**config.mk**
```make
export PLATFORM = sky130hd
export DESIGN_NAME = iwriteback
export DESIGN_NICKNAME = d
export VERILOG_FILES = /design/src/rtl/iwriteback.sv
export SDC_FILE = /design/constraint.sdc
export NUM_CORES = 1
export LEC_CHECK = 0
export ABC_AREA = 1
export BUFFER_PORTS_ARGS = -buffer_cell sky130_fd_sc_hd__buf_4
export CAP_MARGIN = 20
export CORE_ASPECT_RATIO = 2
export CORE_MARGIN = 5
export CORE_UTILIZATION = 35
export CTS_CLUSTER_DIAMETER = 120
export CTS_CLUSTER_SIZE = 30
export DETAILED_ROUTE_END_ITERATION = 12
export PLACE_DENSITY = 0.6
export SETUP_SLACK_MARGIN = 0.2
export SLEW_MARGIN = 20
export SYNTH_ARGS = -nofsm -noshare
export SYNTH_HDL_FRONTEND = slang
export SYNTH_SLANG_ARGS = --single-unit
```
**constraint.sdc**
```tcl
create_clock -name clk -period 3.1 [get_ports clk]
set_clock_uncertainty 0.15 [all_clocks]
set_input_delay 0.155 -clock clk [delete_from_list [all_inputs] [get_ports clk]]
set_output_delay 0.155 -clock clk [all_outputs]
set_load 0.005 [all_outputs]
```
**src/rtl/iwriteback.sv**
```systemverilog
// iwriteback: M/W pipeline register, load-data alignment, register-file write
// port sequencing (including a second beat for base writeback) and a
// retired-instruction counter.
module iwriteback #(
    parameter int CNT_W = 32
) (
    input  logic             clk,
    input  logic             reset,
    input  logic             stall,
    input  logic             CondExM,
    input  logic             RegWriteM,
    input  logic             MemtoRegM,
    input  logic             PCSrcM,
    input  logic             BaseWriteM,
    input  logic [3:0]       RdM,
    input  logic [3:0]       RnM,
    input  logic [31:0]      ALUResultM,
    input  logic [31:0]      BaseResultM,
    input  logic [31:0]      ReadDataM,
    input  logic [3:0]       byteEnableM,
    output logic             RegWriteW,
    output logic [3:0]       RdW,
    output logic [31:0]      ResultW,
    output logic             PCSrcW,
    output logic             WbBusyW,
    output logic [CNT_W-1:0] RetiredW
);

    typedef enum logic {S_IDLE, S_BASE} state_t;

    state_t            r_state;
    state_t            w_state_nxt;

    logic              r_valid;
    logic              r_regwrite;
    logic              r_memtoreg;
    logic              r_pcsrc;
    logic              r_basewrite;
    logic [3:0]        r_rd;
    logic [3:0]        r_rn;
    logic [31:0]       r_alu;
    logic [31:0]       r_base;
    logic [31:0]       r_rdata;
    logic [3:0]        r_be;
    logic [CNT_W-1:0]  r_retired;

    logic [31:0]       w_load;
    logic              w_base_pending;
    logic              w_retire;

    // A base write to the same register as the load is dropped: the load wins.
    assign w_base_pending = r_valid & r_basewrite & (r_rd != r_rn);

    // M/W register: held while stalled or while the base beat is pending.
    always_ff @(posedge clk) begin
        if (reset) begin
            r_valid     <= 1'b0;
            r_regwrite  <= 1'b0;
            r_memtoreg  <= 1'b0;
            r_pcsrc     <= 1'b0;
            r_basewrite <= 1'b0;
            r_rd        <= '0;
            r_rn        <= '0;
            r_alu       <= '0;
            r_base      <= '0;
            r_rdata     <= '0;
            r_be        <= '0;
        end else if (!stall && !WbBusyW) begin
            r_valid     <= CondExM;
            r_regwrite  <= RegWriteM;
            r_memtoreg  <= MemtoRegM;
            r_pcsrc     <= PCSrcM;
            r_basewrite <= BaseWriteM;
            r_rd        <= RdM;
            r_rn        <= RnM;
            r_alu       <= ALUResultM;
            r_base      <= BaseResultM;
            r_rdata     <= ReadDataM;
            r_be        <= byteEnableM;
        end
    end

    // Load alignment: single lane -> byte, paired lanes -> halfword, else word.
    always_comb begin
        w_load = r_rdata;
        case (r_be)
            4'b0001: w_load = {24'h0, r_rdata[7:0]};
            4'b0010: w_load = {24'h0, r_rdata[15:8]};
            4'b0100: w_load = {24'h0, r_rdata[23:16]};
            4'b1000: w_load = {24'h0, r_rdata[31:24]};
            4'b0011: w_load = {16'h0, r_rdata[15:0]};
            4'b1100: w_load = {16'h0, r_rdata[31:16]};
            default: w_load = r_rdata;
        endcase
    end

    // Write-port outputs and next state.
    always_comb begin
        w_state_nxt = r_state;
        RdW         = r_rd;
        ResultW     = r_memtoreg ? w_load : r_alu;
        RegWriteW   = r_valid & r_regwrite;
        PCSrcW      = r_valid & r_pcsrc;
        WbBusyW     = 1'b0;
        w_retire    = 1'b0;
        case (r_state)
            S_IDLE: begin
                WbBusyW  = w_base_pending;
                w_retire = r_valid & ~w_base_pending & ~stall;
                if (w_base_pending && !stall)
                    w_state_nxt = S_BASE;
            end
            S_BASE: begin
                RdW       = r_rn;
                ResultW   = r_base;
                RegWriteW = 1'b1;
                PCSrcW    = (r_rn == 4'd15);
                w_retire  = ~stall;
                if (!stall)
                    w_state_nxt = S_IDLE;
            end
            default: w_state_nxt = S_IDLE;
        endcase
    end

    // State register; reset abandons any pending base write.
    always_ff @(posedge clk) begin
        if (reset)
            r_state <= S_IDLE;
        else
            r_state <= w_state_nxt;
    end

    // Retired-instruction counter, bumped on the final beat of each instruction.
    always_ff @(posedge clk) begin
        if (reset)
            r_retired <= '0;
        else if (w_retire)
            r_retired <= r_retired + 1'b1;
    end

    assign RetiredW = r_retired;

endmodule

```
Word-level counts from Yosys, hierarchy flattened:

Cells that the tools add are included.

* memories: 0
* memory bits (writable): 0
* output and inout bits: 71
* latch bits: 0
* flip-flop bits (word level): 146
* bits in read-only memories: 0
* input bits: 116

* multipliers: 0
* add/sub/neg operators: 1
* divide/modulo/power cells: 0
* muxes and demuxes: 11
* shifts and indexed selects: 0
* bitwise logic cells: 9
* eq/ne operators: 8
* reduce and logical (&&, ||, !) cells: 4
* order comparisons: 0

Operators with widths (number)
* $pmux 32 s6: 1
* $mux 32: 2
* $add 32x1->32 const B: 1
* $eq 4x4->1 const B: 3
* $eq 4x2->1 const B: 2
* $and 1x1->1: 6
* $mux 1: 5
* $eq 4x1->1 const B: 1
* $eq 4x3->1 const B: 1
* $mux 4: 1
* $ne 4x4->1: 1
* $pmux 1 s2: 2
* $not 1->1: 3
* $logic_and 1x1->1: 2
* $logic_not 1->1: 2

Logic depth before layout (Yosys ltp):

* depth in word-level cells: 6
* depth in mapped cells: 12
* gate-level depth less buffers: 10

Worst setup path after synthesis:

Ideal clock, no wire load.

* path kind: register to register
* start point: register r_retired[0] (netlist: RetiredW[0])
* end point: register r_retired[16] (netlist: RetiredW[16])
* clock period less this slack: 1.710 ns
* setup slack: 1.390 ns
* stages on the path, launching flop included: 9
* data required time: 2.880 ns
* data arrival time: 1.490 ns
* cell sequence: dfxtp_1 ha_1 nand3_1 inv_1 nand2_1 nor2_1 xor2_1 nand2_1 a21oi_1

* cells in the longest elaborated chain, start to end: 1

Ends and longest elaborated chain
* start, declared: line 45 `logic [CNT_W-1:0] r_retired;`
* start signal, assigned: line 139 `r_retired <= r_retired + 1'b1;`
* $add 32x1->32: line 139

No other way between the ends.
A chain may end at the register's enable or synchronous reset.

Final worst setup path:

* start point: register r_be[0]
* end point: output port ResultW[14]

* cells in the longest elaborated chain, start to end: 4
* elaborated cells between the ends (all ways): 9
* those cells by class: eq/ne: 6; mux: 3

Ends and longest elaborated chain
* start, declared: line 44 `logic [3:0] r_be;`
* start signal, assigned: line 79 `r_be <= byteEnableM;`
* $eq 4x4->1, or another cell as far along: line 86 `case (r_be)`
* $pmux 32 s6 *: line 86
* $mux 32 *: line 101 `ResultW = r_memtoreg ? w_load : r_alu;`
* $mux 32 *: line 106 `case (r_state)`
* end, declared: line 23 `output logic [31:0] ResultW,`

Mark *: on every way between the ends. The rest lies on a longest branch, timed or not.

==> results.md <==
* I/O pin total at roughly 190
* Critical path required time at 2.79 ns
* Post-CTS setup buffers at 0
* Worst-path clk slew at around 0.070 ns
* Worst Path Buf+Inv at 2
* Outcome: finished, final reports clean
* Area added between synthesis and finish at 46.5%
* DRT iter0 DRCs at approximately 540
* Ys async rst share at 0
* Power Density at ~500 mW/mm²
* Die area at between 0.02 and 0.025 mm²
* Via/cell ratio at approximately 5.1
* Setup violations, final at 0
* Critical-path top delay cell: nor3_2
* Fin. max-slew vios at 0
* Final Cycle Share at 0.860
* Rel. slew slack at 0.429
* DIE HEIGHT at 212 µm
* CP delay by family, top: simple AND/OR/NAND/NOR gates
* Syn Inst Count at around 1,100
* ANT cells at 0
* Sink Count at ~150
* Longest Clk Path Bufs at 2
* Top post-synthesis cells by count: 293 x nor2_1, 240 x nand2_1, 146 x dfxtp_1
* Worst skew pair latency at 0.42 ns
* Detailed Route WL at 28,600 µm
* Cells along the critical path: nor2_4 -> inv_1 -> nor3_2 -> nand3_1 -> a31oi_1 -> buf_4
* TritonCTS clock tree: yes
* Number of H-tree levels at 4
* Post-synth top area share at 0.410
* GPL Wtd Cong at 0.938
* Synth top area cells: dfxtp_1 41%, nor2_1 15%, nand2_1 13%, o21ai_0 8.6%, a21oi_1 6.0%
* Nets at around 1,500
* Register area at between 0.002 and 0.003 mm²
* Inserted Clock Buffers at 17
* Remaining Overflow, GRT at 0
* Mean Syn Cell Area at around 6.5 µm²
* P_leak at approximately 4.5 nW
* Fin area at between 0.01 and 0.015 mm²
* I/O Buffers at roughly 190
* Post-route ant nets at 0
* Share of cells above drive strength 1 at 0.180
* Most numerous cell in the Yosys netlist: nor2_1
* Starting Density at 0.352
* WL/cell at ~17 µm
* Tmin final at around 2.7 ns
* Maximum clock rate at roughly 380 MHz
* CP arrival at between 2 and 2.5 ns
* First-pass GRT wire length at 44,700 µm
* Hold WC Path Type: input port to register
* DR vias at roughly 8,300
* Fillcell total at about 2,000
* Mapped Nets at 1,210
* CP Max Fanout at 10
* Yosys warnings at 0
* Row count at 74
* Area post-placement at just under 0.009 mm²
* Gr usage total at 0.241
* Final Hold Fails at 0
* Post-synth EDFFs at 0
* RSZ-0062 raised after global routing: no
* Netlist cell types at 31
* Max incr delay on CP at 0.50 ns
* Max VDD drop at 360 µV
* Seq cells post-synth at 146
* Setup TNS at 0 ns
* Die width at ~110 µm
* Root Buffer: clkbuf_16
* CP startpoint kind: register
* Post-synth top flop: dfxtp_1
* Pin count of the biggest net entering global routing at slightly below 70
* Critical path class: register to output pin
* Residual DRC at 0
* Core ar. at slightly above 0.02 mm²
* CP Capture Type: output pin
* Post-synth top area cell: dfxtp_1
* Max-cap violations at 0
* Register area share after synthesis at 0.410
* Post-layout util at 0.515
* Vias in the first global route at ~8,500
* Post-DP HPWL at ~20,000 µm
* Cell Area, Synth at 0.00713 mm²
* Footprint of the multi-input gates at about 0.0038 mm²
* DR pass1 iterations at 6
* Antenna violations before repair at 0
* Worst Max-Slew Pin Slew at roughly 0.85 ns
-- stage by stage --
| stage | total power, mW | instances | hold slack (ns) | setup slack [ns] |
|---|---|---|---|---|
| detailed placement | 2.87 | 1496 | 0.235 | 0.651 |
| global route | 5.37 | 1642 | 0.0169 | 0.270 |
| CTS | 5.20 | 1642 | 0.00194 | 0.418 |
| floorplan | 2.50 | 1093 | 0.103 | 1.39 |
| finish | 5.16 | 1642 | 0.0177 | 0.434 |
| global placement | 2.86 | 1496 | 0.236 | 0.586 |
-- final cells by class --
cell class                      count  share of cell area
Multi-Input combinational cell    853               0.361
Sequential cell                   146               0.280
Timing Repair Buffer              313               0.255
Clock buffer                       17              0.0407
Tap cell                          266              0.0319
Clock inverter                     15              0.0199
Inverter                           32              0.0120
-- final timing paths --
path	startpoint	end	slack [ns]	cells after the start
setup / recovery	r_be[0]	ResultW[14]	0.43	6
hold / removal	reset	RetiredW[15]	0.02	2
setup reg to reg	r_rn[1]	r_rdata[22]	0.82	11
hold reg to reg	r_base[7]	r_base[7]	0.33	2
-- power breakdown --
part | switching [mW] | internal, mW | total [mW]
logic | 0.460 | 0.409 | 0.869
registers | 0.0871 | 1.99 | 2.08
clock network | 0.856 | 1.36 | 2.21
-- sequential cells by signal, summed over array words and instances (netlist names) --
register / cells
r_valid: 1
r_basewrite: 1
r_state: 1
r_pcsrc: 1
r_be: 4
r_memtoreg: 1
r_rd: 4
RetiredW: 32
r_rdata: 32
r_regwrite: 1
r_rn: 4
r_alu: 32
r_base: 32
-- placed cells by master (no fill, tap or decap), drive strengths merged, types with 7 or more instances in the layout --
cell / Yosys / routed
o21ai: 126 / 126
xor2: 9 / 9
dfxtp: 146 / 146
nand3b: 17 / 17
a21oi: 86 / 86
clkinv: 1 / 10
nand3: 53 / 53
nand4: 7 / 7
nor2: 297 / 297
inv: 31 / 33
nand2: 242 / 242
dlygate4sd3: 0 / 114
clkbuf: 30 / 17
a31oi: 8 / 8
buf: 32 / 199
-- routing by layer --
metal  vias up  wire (µm)  GRT usage
li1       4083          -          -
met1      3839       9970      0.235
met2       299      15600      0.462
met3        93       1300     0.0438
met4         0       1730      0.151
met5         -          0          0
-- cell families (layout without fill, tap and decap cells) --
| kind of cell | count (synthesis) | in the layout | synth area share |
|---|---|---|---|
| AO/OA/AOI/OAI | 222 | 222 | 0.158 |
| XOR/XNOR | 11 | 11 | 0.0135 |
| adder cells (fa/ha/maj) | 1 | 1 | 0.00175 |
| buffers and inverters | 94 | 377 | 0.0627 |
| flip-flops | 146 | 146 | 0.410 |
| AND/OR/NAND/NOR | 619 | 619 | 0.354 |
-- repair_timing --
action,CTS,global route
hold buffers,114,0
endpoints found under the hold margin,114,0
endpoints found under the setup margin,1,0
gates resized for setup,1,0
Note: power is estimated with default switching activity, not from simulation.
